`src/rtl/noc_params.sv`:
```
// Shared NoC router parameters: flit type, default buffer geometry and a
// pointer wrap helper used by the virtual-channel input buffer.
package noc_params;

  // Width of one flit as carried on the router datapath.
  localparam int FLIT_W = 16;

  // Default configuration of the per-VC input buffer.
  localparam int DEF_VC_NUM         = 2;
  localparam int DEF_BUFFER_SIZE    = 8;
  localparam int DEF_ON_OFF_LATENCY = 2;

  typedef logic [FLIT_W-1:0] flit_t;

  // Advance a circular pointer; the wrap is an explicit compare so that
  // buffer depths which are not a power of two work correctly.
  function automatic int wrap_inc(input int ptr, input int size);
    if (ptr == size - 1) begin
      return 0;
    end else begin
      return ptr + 1;
    end
  endfunction

endpackage : noc_params

```
`src/rtl/vc_circular_buffer_lane.sv`:
```
// One virtual channel of the input buffer: circular storage, read/write
// pointers, occupancy, registered full/empty flags and on/off flow control.
// push/pop arrive already qualified by the top (push never targets a full
// lane unless pop is also set, pop never targets an empty lane).
module vc_fifo_lane
  import noc_params::*;
#(
  parameter  int BUFFER_SIZE    = DEF_BUFFER_SIZE,
  parameter  int ON_OFF_LATENCY = DEF_ON_OFF_LATENCY,
  localparam int CNT_W          = $clog2(BUFFER_SIZE + 1)
) (
  input  logic             clk,
  input  logic             rst,
  input  logic             push,
  input  logic             pop,
  input  flit_t            data_i,
  output flit_t            data_o,
  output logic             full,
  output logic             empty,
  output logic             on_off,
  output logic [CNT_W-1:0] num_flits
);

  localparam int PTR_W = (BUFFER_SIZE > 1) ? $clog2(BUFFER_SIZE) : 1;

  // Occupancy thresholds, all in the counter's own width.
  localparam logic [CNT_W-1:0] CNT_ZERO = CNT_W'(0);
  localparam logic [CNT_W-1:0] CNT_ONE  = CNT_W'(1);
  localparam logic [CNT_W-1:0] CNT_FULL = CNT_W'(BUFFER_SIZE);
  localparam logic [CNT_W-1:0] OFF_THR  = CNT_W'(BUFFER_SIZE - ON_OFF_LATENCY);
  localparam logic [CNT_W-1:0] ON_THR   = CNT_W'(ON_OFF_LATENCY);

  flit_t            mem_r [BUFFER_SIZE];
  logic [PTR_W-1:0] wr_ptr_r;
  logic [PTR_W-1:0] rd_ptr_r;
  logic [CNT_W-1:0] count_r;
  logic             full_r;
  logic             empty_r;
  logic             on_off_r;

  logic [PTR_W-1:0] wr_ptr_nxt_s;
  logic [PTR_W-1:0] rd_ptr_nxt_s;
  logic [CNT_W-1:0] count_nxt_s;
  logic             on_off_nxt_s;

  // Next-state for pointers, occupancy and the on/off hysteresis flag.
  always_comb begin
    wr_ptr_nxt_s = wr_ptr_r;
    rd_ptr_nxt_s = rd_ptr_r;
    count_nxt_s  = count_r;
    on_off_nxt_s = on_off_r;

    if (push) begin
      wr_ptr_nxt_s = PTR_W'(wrap_inc(int'(wr_ptr_r), BUFFER_SIZE));
    end else begin
      wr_ptr_nxt_s = wr_ptr_r;
    end

    if (pop) begin
      rd_ptr_nxt_s = PTR_W'(wrap_inc(int'(rd_ptr_r), BUFFER_SIZE));
    end else begin
      rd_ptr_nxt_s = rd_ptr_r;
    end

    case ({push, pop})
      2'b10:   count_nxt_s = count_r + CNT_ONE;
      2'b01:   count_nxt_s = count_r - CNT_ONE;
      default: count_nxt_s = count_r;
    endcase

    // Stop upstream when the lane is nearly full, release it only once the
    // lane has drained well below that point.
    if (push && !pop && (count_nxt_s > OFF_THR)) begin
      on_off_nxt_s = 1'b0;
    end else if (pop && !push && (count_nxt_s < ON_THR)) begin
      on_off_nxt_s = 1'b1;
    end else begin
      on_off_nxt_s = on_off_r;
    end
  end

  // Control state register; flags are computed from the next occupancy.
  always_ff @(posedge clk) begin
    if (rst) begin
      wr_ptr_r <= PTR_W'(0);
      rd_ptr_r <= PTR_W'(0);
      count_r  <= CNT_ZERO;
      full_r   <= 1'b0;
      empty_r  <= 1'b1;
      on_off_r <= 1'b1;
    end else begin
      wr_ptr_r <= wr_ptr_nxt_s;
      rd_ptr_r <= rd_ptr_nxt_s;
      count_r  <= count_nxt_s;
      full_r   <= (count_nxt_s == CNT_FULL);
      empty_r  <= (count_nxt_s == CNT_ZERO);
      on_off_r <= on_off_nxt_s;
    end
  end

  // Flit storage; deliberately not cleared by reset.
  always_ff @(posedge clk) begin
    if (push) begin
      mem_r[wr_ptr_r] <= data_i;
    end
  end

  // Show-ahead head flit from the registered read pointer.
  assign data_o    = mem_r[rd_ptr_r];
  assign full      = full_r;
  assign empty     = empty_r;
  assign on_off    = on_off_r;
  assign num_flits = count_r;

endmodule : vc_fifo_lane

```
`src/rtl/vc_circular_buffer.sv`:
```
// Per-virtual-channel input buffer for a router port. A single write port is
// steered to one of VC_NUM circular FIFO lanes by vc_sel_i; every lane has its
// own pop strobe and show-ahead head output.
// Optional error reporting is enabled by defining VC_BUFFER_ERR_CHECK_EN,
// which adds sticky err_overflow_o, err_underflow_o and err_bad_vc_o outputs.
module vc_circular_buffer
  import noc_params::*;
#(
  parameter  int VC_NUM         = DEF_VC_NUM,
  parameter  int BUFFER_SIZE    = DEF_BUFFER_SIZE,
  parameter  int ON_OFF_LATENCY = DEF_ON_OFF_LATENCY,
  localparam int VC_SEL_W       = (VC_NUM > 1) ? $clog2(VC_NUM) : 1,
  localparam int CNT_W          = $clog2(BUFFER_SIZE + 1)
) (
  input  logic                          clk,
  input  logic                          rst,
  input  flit_t                         data_i,
  input  logic                          write_i,
  input  logic [VC_SEL_W-1:0]           vc_sel_i,
  input  logic [VC_NUM-1:0]             read_i,
  output flit_t [VC_NUM-1:0]            data_o,
  output logic  [VC_NUM-1:0]            is_full_o,
  output logic  [VC_NUM-1:0]            is_empty_o,
  output logic  [VC_NUM-1:0]            on_off_o,
`ifdef VC_BUFFER_ERR_CHECK_EN
  output logic  [VC_NUM-1:0]            err_overflow_o,
  output logic  [VC_NUM-1:0]            err_underflow_o,
  output logic                          err_bad_vc_o,
`endif
  output logic  [VC_NUM-1:0][CNT_W-1:0] num_flits_o
);

  logic [VC_NUM-1:0] sel_hit_s;
  logic [VC_NUM-1:0] push_s;
  logic [VC_NUM-1:0] pop_s;

  // Decode the write target and qualify push/pop per lane. A selector beyond
  // the last VC matches no lane, so such writes are dropped.
  always_comb begin
    sel_hit_s = '0;
    push_s    = '0;
    pop_s     = '0;
    for (int v = 0; v < VC_NUM; v++) begin
      sel_hit_s[v] = write_i && (int'(vc_sel_i) == v);
      pop_s[v]     = read_i[v] && !is_empty_o[v];
      push_s[v]    = sel_hit_s[v] && (!is_full_o[v] || pop_s[v]);
    end
  end

  for (genvar v = 0; v < VC_NUM; v++) begin : gen_lane
    vc_fifo_lane #(
      .BUFFER_SIZE   (BUFFER_SIZE),
      .ON_OFF_LATENCY(ON_OFF_LATENCY)
    ) u_lane (
      .clk      (clk),
      .rst      (rst),
      .push     (push_s[v]),
      .pop      (pop_s[v]),
      .data_i   (data_i),
      .data_o   (data_o[v]),
      .full     (is_full_o[v]),
      .empty    (is_empty_o[v]),
      .on_off   (on_off_o[v]),
      .num_flits(num_flits_o[v])
    );
  end

`ifdef VC_BUFFER_ERR_CHECK_EN
  logic bad_vc_s;

  // Flag a write whose selector addresses no existing VC.
  always_comb begin
    bad_vc_s = write_i && (int'(vc_sel_i) >= VC_NUM);
  end

  // Sticky error flags, cleared only by reset.
  always_ff @(posedge clk) begin
    if (rst) begin
      err_overflow_o  <= '0;
      err_underflow_o <= '0;
      err_bad_vc_o    <= 1'b0;
    end else begin
      err_overflow_o  <= err_overflow_o  | (sel_hit_s & is_full_o & ~pop_s);
      err_underflow_o <= err_underflow_o | (read_i & is_empty_o);
      err_bad_vc_o    <= err_bad_vc_o | bad_vc_s;
    end
  end
`endif

endmodule : vc_circular_buffer

```
`config.mk`:
```
export PLATFORM = sky130hd
export DESIGN_NAME = vc_circular_buffer
export DESIGN_NICKNAME = d
export VERILOG_FILES = /design/src/rtl/noc_params.sv /design/src/rtl/vc_circular_buffer_lane.sv /design/src/rtl/vc_circular_buffer.sv
export SDC_FILE = /design/constraint.sdc
export NUM_CORES = 1
export LEC_CHECK = 0
export CORE_UTILIZATION = 53
export DETAILED_ROUTE_END_ITERATION = 10
export GPL_TIMING_DRIVEN = 0
export PLACE_DENSITY = 0.73
export SYNTH_ARGS = -nofsm -noshare
export SYNTH_HDL_FRONTEND = slang
export SYNTH_SLANG_ARGS = --single-unit
```
`constraint.sdc`:
```
create_clock -name clk -period 3.4 [get_ports clk]
set_input_delay 0.68 -clock clk [delete_from_list [all_inputs] [get_ports clk]]
set_output_delay 0.68 -clock clk [all_outputs]
set_load 0.005 [all_outputs]
```
==> results of run 1 <==
[registers in the layout, indices dropped and copies added, names as in the netlist, named ones only]
name and flops:
gen_lane.u_lane.empty 2, gen_lane.u_lane.full 2, gen_lane.u_lane.mem_r 256, gen_lane.u_lane.num_flits 8
gen_lane.u_lane.on_off 2, gen_lane.u_lane.rd_ptr_r 6, gen_lane.u_lane.wr_ptr_r 6
[routing by layer]
| layer | vias to the layer above | share of wire [%] |
|---|---|---|
| met5 | - | 0 |
| met1 | 2931 | 42 |
| met3 | 39 | 5.9 |
| met4 | 0 | 2.0 |
| met2 | 181 | 50 |
| li1 | 2603 | - |
[what timing repair did]
action	4_1_cts	5_1_grt
setup endpoints to repair	23	12
hold buffers	0	0
resized for setup	6	3
[Yosys cell counts (2+ instances only)]
cell | instances | area share (%)
xor2_1 | 6 | 0.45
nand3b_1 | 4 | 0.26
xnor2_1 | 3 | 0.23
o21ai_1 | 3 | 0.13
nand2b_1 | 6 | 0.33
buf_2 | 5 | 0.22
clkbuf_1 | 8 | 0.26
nand2_1 | 18 | 0.58
or3_1 | 3 | 0.16
mux2i_1 | 5 | 0.43
nor2_1 | 23 | 0.75
nor4b_1 | 2 | 0.15
nor3_1 | 9 | 0.39
ha_1 | 16 | 1.7
buf_1 | 6 | 0.19
inv_1 | 6 | 0.19
nand3_1 | 3 | 0.13
buf_4 | 6 | 0.39
a211oi_1 | 3 | 0.19
buf_6 | 8 | 0.78
o21ai_0 | 2 | 0.087
edfxtp_1 | 256 | 67
o2bb2ai_1 | 2 | 0.15
nor2b_1 | 7 | 0.38
dfxtp_1 | 32 | 5.5
nor3b_1 | 8 | 0.52
a21oi_1 | 18 | 0.78
mux2_2 | 32 | 3.1
mux4_1 | 38 | 8.6
and3b_1 | 2 | 0.15
mux4_2 | 26 | 5.1
[cell usage in the layout, fill, tap and decap left out, drive strengths merged, types with 5 or more instances in the layout]
master,count
o21ai,6
clkbuf,40
ha,16
clkinvlp,9
xor2,6
nor2,23
nor3b,8
mux4,64
mux2i,5
clkdlybuf4s50,66
inv,6
bufinv,7
edfxtp,256
nand2,18
a21oi,18
mux2,32
dfxtp,32
clkinv,6
nor3,9
buf,43
nor2b,7
nand2b,6
[cells by family after synthesis]
group / after synthesis
DFF: 288
xor gates and xnor gates: 9
AOI/OAI and AO/OA: 35
adders and majority gates: 16
muxes: 101
buffers and inverters: 40
and+or+nand+nor: 90
[worst max-delay path, delay by kind of cell (launching register included)]
| family | cells | cell delay [ns] |
|---|---|---|
| muxes | 2 | 0.90 |
| DFF | 1 | 0.33 |
| buffers and inverters | 3 | 0.78 |
[area by class of cell]
type                    instances  share of cell area (%)
clock buffers                  30                    5.26
inverters                       6                   0.162
multi-input cells             251                    22.0
flip-flops and latches        288                    60.0
well taps                     275                    2.48
repair buffers                 85                    6.25
plain buffers                  34                    1.64
clock inverters                22                    2.17
[per-stage QoR]
stage	area [um2]	TNS (ns)	power (W)	setup slack, ns
global placement	12600	-287.91	0.00520	-2.03
global route	13900	0	0.00884	0.0723
CTS	13900	0	0.00862	0.00817
detailed placement	12800	-3.95	0.00526	-0.146
finish	13900	0	0.00856	0.180
floorplan	11500	0	0.00480	0.0252
[power breakdown]
group	leakage (nW)	internal [W]	switching [W]
logic	1.59	0.000651	0.000534
registers	2.57	0.00394	0.0000616
clock network	0.475	0.00209	0.00129
[worst max path at each step]
stage                                                to  slack, ns  cells past startpoint
4_1_cts                                      data_o[14]      0.008                      4
2_1_floorplan  gen_lane[1].u_lane.mem_r[4][0]$_DFFE_PP_       0.03                      5
3_5_place_dp     gen_lane[1].u_lane.on_off$_SDFFE_PP1P_      -0.15                     13
5_1_grt                                       data_o[8]       0.07                      5
6_report                                     data_o[17]       0.18                      5
3_3_place_gp   gen_lane[1].u_lane.mem_r[4][8]$_DFFE_PP_      -2.03                      6
==> flow_summary.yaml, run 1 <==
status:
  outcome: "finished, final reports clean"
cells_and_area:
  antenna_cells: 0
  fin_util_pct: 65.4
  layout-drive-gt1-share_pct: 24.3
  nFillCells: 1384
  multi_input_comb_area_um2: 3060
  area_growth_syn_to_layout_pct: 20.2
  regArea_um2: 8330
  layoutNonFillerInstCount: 991
  final_nets: 732
place:
  gp_congestion: 0.795
  hpwlAfterDp_um: 14500
  numPlacedInstances: 939
  port_buffers: 66
synth:
  syn_inst: 579
  syn_area_per_cell_um2: 19.9
  syn_nets: 617
  synthAdderAreaFrac_pct: 1.73
  synth_edf_count: 256
  ys_types: 44
  synth-simple-area-share_pct: 4.26
  ys.flop_type: "edfxtp_1"
  synth_compound_area_share_pct: 1.87
  muxShareOfSynthArea_pct: 17.3
  syn_area_um2: 11500
  yosysWarnings: 0
  ys_async_sr_fraction_pct: 0
  synth_xor_area_share_pct: 0.682
  synth-seq-cells: 288
  synth_top_family_by_area: "multiplexers"
  synth-seq-area-share_pct: 72.1
clock_tree:
  clk_latency_ns: 0.53
  clock_sinks: 288
  cts_tree: "yes"
  htreeDepth: 1
  cts_setup_buffers: 0
  clkTransAtPathRegs_ns: 0.06
  cts_made_buffers: 28
  root_buffer: "clkbuf_16"
  clockBufferDepth: 3
setup_path:
  max_stage_delay_ns: 0.60
  ff2ff_path_depth: 12
  timing.rr.start: "gen_lane[0].u_lane.empty$_SDFF_PP1_"
  slowest_stage: "mux4_1"
  crit_arrival_ns: 2.54
  critPathRequiredTime_ns: 2.72
  r2r-end: "gen_lane[0].u_lane.empty$_SDFF_PP1_"
  rrSetupSlack_ns: 0.60
  path_max_fanout: 10
  crit_type: "reg -> out"
  cp_cell_sequence: "buf_6 > buf_6 > mux4_1 > mux2_2 > clkdlybuf4s50_1"
  crit_top_cell: "buf_6"
  endpoint_kind: "output port"
  critPathLaunchType: "flip-flop"
drt:
  wl_um: 22100
  drc: 0
  drtIter0Drc: 389
  vias: 5754
  avgRoutedWirePerCell_um: 22.3
  first_pass_iters: 5
  ant_nets: 0
  drt-vias-per-instance: 5.81
die:
  die-area_um2: 22400
  die_height_um: 150
  die_w_um: 150
  num_rows: 53
  coreArea_um2: 21200
  io_pins: 68
  start_util_pct: 54.4
timing:
  slew_violations: 0
  fin_crit_ns: 3.22
  hold_violations: 0
  setup_viol: 0
  whs_ns: 0.513
  relSlewSlack_pct: 31.5
  grt_setup_unrepaired: "no"
  worst_slew_pin_slew_ns: 1.02
  post-route-period-util_pct: 94.7
  max_freq_mhz: 311
  fin_worst_skew_ns: 0.0100
hold_path:
  hp-class: "reg -> reg"
  hp-start: "gen_lane[0].u_lane.wr_ptr_r[0]$_SDFFE_PP0P_"
  min_path_cells: 2
  min_to: "gen_lane[0].u_lane.wr_ptr_r[0]$_SDFFE_PP0P_"
job:
  maxCapViolations: 0
grt:
  grt_max_degree: 17
  grt_pass1_vias: 6014
  grtUsageTotal_pct: 20.5
  grt_overflow: 0
  use_met3_pct: 3.90
  grtUsageMet1_pct: 26.3
  busiest_layer: "met2"
  grt.met2_usage_pct: 35.5
  antenna_found_initial: 0
  grt_pass1_wl_um: 33600
power:
  p_leak_nw: 4.64
  cellPowerDensity_nw_per_um2: 617
  ir_drop_uv: 343
Note: power is estimated with default switching activity, not from simulation.
==> run 2, diff against run 1 <==
MAX_ROUTING_LAYER = met4   (was unset)
==> flow_summary.yaml, run 2 (synthesized netlist as in run 1, its figures left out) <==
clock_tree:
  htreeDepth: 1
  root_buffer: "clkbuf_16"
  cts_setup_buffers: 0
  clkTransAtPathRegs_ns: 0.06
  cts_tree: "yes"
  clockBufferDepth: 3
  cts-hold-fix-buffers: 0
  cts_resized: 6
  cts_made_buffers: 28
  clock_sinks: 288
  clk_latency_ns: 0.53
drt:
  ant_nets: 0
  wl_um: 22200
  first_pass_iters: 5
  avgRoutedWirePerCell_um: 22.4
  drt-vias-per-instance: 5.86
  drc: 0
  drtIter0Drc: 390
  vias: 5807
setup_path:
  endpoint_kind: "output port"
  crit_arrival_ns: 2.53
  ff2ff_path_depth: 12
  timing.rr.start: "gen_lane[1].u_lane.empty$_SDFF_PP1_"
  r2r-end: "gen_lane[1].u_lane.on_off$_SDFFE_PP1P_"
  rrSetupSlack_ns: 0.63
  critPathRequiredTime_ns: 2.72
  critPathLaunchType: "flip-flop"
  path_max_fanout: 10
  crit_type: "reg -> out"
power:
  p_clk_share_pct: 39.4
  p_int_w: 0.00668
  p_leak_nw: 4.64
  power.switching_w: 0.00188
  finalPower_w: 0.00856
  p_sw_share_pct: 22.0
  cellPowerDensity_nw_per_um2: 617
  ir_drop_uv: 344
  sequentialPowerShare_pct: 46.8
  p_comb_share_pct: 13.8
cells_and_area:
  fin_util_pct: 65.4
  final_nets: 732
  mostFrequentLayoutCells: "edfxtp_1 (256), clkdlybuf4s50_1 (66), mux4_1 (38)"
  layoutNonFillerInstCount: 991
  multi_input_comb_area_um2: 3060
  area_growth_syn_to_layout_pct: 20.2
  mostFrequentLayoutCell: "edfxtp_1"
  largest_reg_flops: 256
  antenna_cells: 0
  nFillCells: 1384
  top_register: "gen_lane.u_lane.mem_r"
  layout-drive-gt1-share_pct: 24.3
  regArea_um2: 8330
die:
  coreArea_um2: 21200
  num_rows: 53
  die_height_um: 150
  start_util_pct: 54.4
  io_pins: 68
  die_w_um: 150
  die-area_um2: 22400
timing:
  post-route-period-util_pct: 94.3
  grt_setup_unrepaired: "no"
  hold_violations: 0
  relSlewSlack_pct: 31.6
  fin_worst_skew_ns: 0.00988
  setup_viol: 0
  worst_slew_pin_slew_ns: 1.02
  slew_violations: 0
  whs_ns: 0.511
  max_freq_mhz: 312
  fin_crit_ns: 3.21
  tns_ns: 0
hold_path:
  min_path_cells: 2
  hp-class: "reg -> reg"
  hp-start: "gen_lane[0].u_lane.wr_ptr_r[0]$_SDFFE_PP0P_"
  min_to: "gen_lane[0].u_lane.wr_ptr_r[0]$_SDFFE_PP0P_"
status:
  outcome: "finished, final reports clean"
grt:
  grt_pass1_vias: 5999
  grt_max_degree: 17
  antenna_found_initial: 0
  grt_overflow: 0
  grtUsageTotal_pct: 21.1
  grt_pass1_wl_um: 33600
place:
  port_buffers: 66
  gp_congestion: 0.806
  numPlacedInstances: 939
  hpwlAfterDp_um: 14500
job:
  maxCapViolations: 0
run 2: cell counts in the layout (fill, tap and decap cells not counted):
Identical to the previous run, type by type.
run 2: per-stage QoR:
step / setup slack, ns / instance area, um2
after detailed placement: -0.146 / 12800
after CTS: 0.00817 / 13900
final: 0.192 / 13900
after global routing: 0.0739 / 13900
after global placement: -2.03 / 12600
after floorplan: 0.0252 / 11500
run 2: critical path, stage by stage, from the launching register on:
cell and delay, ns:
dfxtp_1 0.32, buf_6 0.13, buf_6 0.20, mux4_1 0.62
mux2_2 0.28, clkdlybuf4s50_1 0.44
run 2: layout make-up:
type / instances / share of cell area [%]
flip-flops and latches: 288 / 60.0
multi-input cells: 251 / 22.0
repair buffers: 85 / 6.25
clock buffers: 30 / 5.26
well taps: 275 / 2.48
clock inverters: 22 / 2.17
plain buffers: 34 / 1.64
inverters: 6 / 0.162
run 2: per-layer routing:
metal,part of all wire (%),up-vias,track usage [%]
met5,0,-,-
met1,41,2962,26.5
met3,6.0,37,3.66
met4,1.9,0,5.82
met2,51,207,35.5
li1,-,2601,-
run 2: how the worst max path moves through the flow:
stage | from | to | slack [ns]
finish | flip-flop | data_o[8] | 0.19
CTS | flip-flop | data_o[14] | 0.008
global route | flip-flop | data_o[8] | 0.07
detailed placement | read_i[1] | gen_lane[1].u_lane.on_off$_SDFFE_PP1P_ | -0.15
floorplan | read_i[1] | gen_lane[1].u_lane.mem_r[4][0]$_DFFE_PP_ | 0.03
global placement | read_i[1] | gen_lane[1].u_lane.mem_r[4][8]$_DFFE_PP_ | -2.03
run 2: power by group through the flow:
stage,Combinational (W),Clock [W],Sequential (W)
6_report,0.00118,0.00337,0.00400
5_1_grt,0.00127,0.00355,0.00402
4_1_cts,0.00119,0.00342,0.00400
3_5_place_dp,0.00118,0,0.00408
3_3_place_gp,0.00113,0,0.00407
2_1_floorplan,0.000736,0,0.00406
==> run 3, diff against run 2 <==
CELL_PAD_IN_SITES_DETAIL_PLACEMENT = 2   (was unset)
CELL_PAD_IN_SITES_GLOBAL_PLACEMENT = 2   (was unset)
CORE_UTILIZATION = 42   (was 53)
PLACE_DENSITY = 0.74   (was 0.73)
==> flow_summary.yaml, run 3 (synthesized netlist as in run 1, its figures left out) <==
power:
  power.switching_w: 0.00203
  cellPowerDensity_nw_per_um2: 606
  p_sw_share_pct: 23.9
  p_leak_nw: 4.68
  sequentialPowerShare_pct: 47.4
  ir_drop_uv: 368
  p_comb_share_pct: 14.7
  p_clk_share_pct: 37.9
  p_int_w: 0.00643
die:
  die-area_um2: 28200
  die_w_um: 168
  die_height_um: 168
  coreArea_um2: 27000
  io_pins: 68
  num_rows: 60
  start_util_pct: 42.9
grt:
  antenna_found_initial: 0
  grt_overflow: 0
  grt_pass1_wl_um: 45100
  grt_max_degree: 17
  grt_pass1_vias: 6650
  grtUsageTotal_pct: 22.8
timing:
  slew_violations: 0
  timing.final.ws_setup_ns: 0.0804
  relSlewSlack_pct: 23.1
  max_freq_mhz: 301
  post-route-period-util_pct: 97.6
  fin_worst_skew_ns: 0.0130
  grt_setup_unrepaired: "no"
  whs_ns: 0.515
  setup_viol: 0
  fin_crit_ns: 3.32
  hold_violations: 0
  worst_slew_pin_slew_ns: 1.15
setup_path:
  crit_arrival_ns: 2.64
  path_max_fanout: 10
  critPathRequiredTime_ns: 2.72
  timing.rr.start: "gen_lane[1].u_lane.empty$_SDFF_PP1_"
  crit_type: "reg -> out"
  endpoint_kind: "output port"
  critPathLaunchType: "flip-flop"
clock_tree:
  cts_tree: "yes"
  cts-hold-fix-buffers: 0
  cts_setup_buffers: 0
  cts_made_buffers: 31
  clockBufferDepth: 3
  clock_sinks: 288
  clk_latency_ns: 0.55
  htreeDepth: 1
  root_buffer: "clkbuf_16"
  clkTransAtPathRegs_ns: 0.07
hold_path:
  hp-class: "reg -> reg"
  hp-start: "gen_lane[1].u_lane.on_off$_SDFFE_PP1P_"
cells_and_area:
  top_register: "gen_lane.u_lane.mem_r"
  mostFrequentLayoutCell: "edfxtp_1"
  layout-drive-gt1-share_pct: 24.3
  mostFrequentLayoutCells: "edfxtp_1 (256), clkdlybuf4s50_1 (66), mux4_1 (38)"
  nFillCells: 2328
  largest_reg_flops: 256
  area_growth_syn_to_layout_pct: 20.8
  antenna_cells: 0
  final_nets: 740
  layoutNonFillerInstCount: 1068
place:
  hpwlAfterDp_um: 20000
  pre_cts_ws_ns: -0.314
  port_buffers: 66
  gp_congestion: 0.791
  numPlacedInstances: 1010
drt:
  first_pass_iters: 4
  drt-vias-per-instance: 5.68
  vias: 6066
  ant_nets: 0
  drc: 0
  drtIter0Drc: 430
  avgRoutedWirePerCell_um: 28.6
  wl_um: 30500
status:
  outcome: "finished, final reports clean"
job:
  maxCapViolations: 0
==> run 3: changes by cell type in the layout (fill, tap and decap cells not counted), moves of 2 or more <==
cell | previous run | this run
clkinv_2 | 3 | 7
clkbuf_16 | 29 | 31
clkbuf_1 | 7 | 13
clkinvlp_4 | 8 | 1
clkbuf_8 | 0 | 4
clkinv_1 | 3 | 5
bufinv_16 | 7 | 1
buf_6 | 17 | 21
==> run 3: path summary, 6_finish.rpt <==
path                                                               end  slack (ns)  cells past startpoint
worst max-delay path                                         data_o[3]        0.08                      5
worst min-delay path            gen_lane[1].u_lane.on_off$_SDFFE_PP1P_        0.52                      1
worst max register to register     gen_lane[1].u_lane.empty$_SDFF_PP1_        0.51                     12
worst min register to register  gen_lane[1].u_lane.on_off$_SDFFE_PP1P_        0.52                      1
==> run 3: final cells by class <==
cell class,instances,area [um2],area share [%]
plain buffers,34,228,1.63
repair buffers,90,927,6.64
clock buffers,42,857,6.14
multi-input cells,251,3060,21.9
inverters,6,22.5,0.161
well taps,341,427,3.06
clock inverters,16,109,0.780
flip-flops and latches,288,8330,59.7
==> run 3: what timing repair did <==
| item | in CTS | in global routing |
|---|---|---|
| resized for setup | 8 | 0 |
| setup endpoints to repair | 32 | 0 |
| endpoints found under the hold margin | 0 | 0 |
==> run 3: routing by layer <==
metal,wire (um),up-vias,global-route usage [%]
met3,1180,35,3.24
li1,-,2613,-
met5,0,-,-
met1,13500,3269,29.6
met4,435,0,4.47
met2,15400,149,38.5
==> run 3: critical path: stages, from the launching register on <==
cell             delay [ns]
dfxtp_1                0.34
buf_6                  0.15
buf_6                  0.21
mux4_1                 0.61
mux2_2                 0.32
clkdlybuf4s50_1        0.45
==> run 3: power by group through the flow <==
stage	clock network, W	logic [W]	registers [W]
2_1_floorplan	0	0.000736	0.00406
3_3_place_gp	0	0.00115	0.00407
3_5_place_dp	0	0.00125	0.00409
4_1_cts	0.00327	0.00127	0.00402
5_1_grt	0.00339	0.00134	0.00402
6_report	0.00320	0.00124	0.00401
==> run 3: stage by stage <==
step / power, W / util (%) / instance area (um2) / setup TNS [ns]
after floorplan: 0.00480 / - / 11500 / 0
after global placement: 0.00523 / 46.9 / 12600 / -337.36
after detailed placement: 0.00534 / 48.2 / 13000 / -14.68
after CTS: 0.00856 / 51.8 / 14000 / 0
after global routing: 0.00876 / 51.8 / 14000 / 0
final: 0.00846 / 51.8 / 14000 / 0
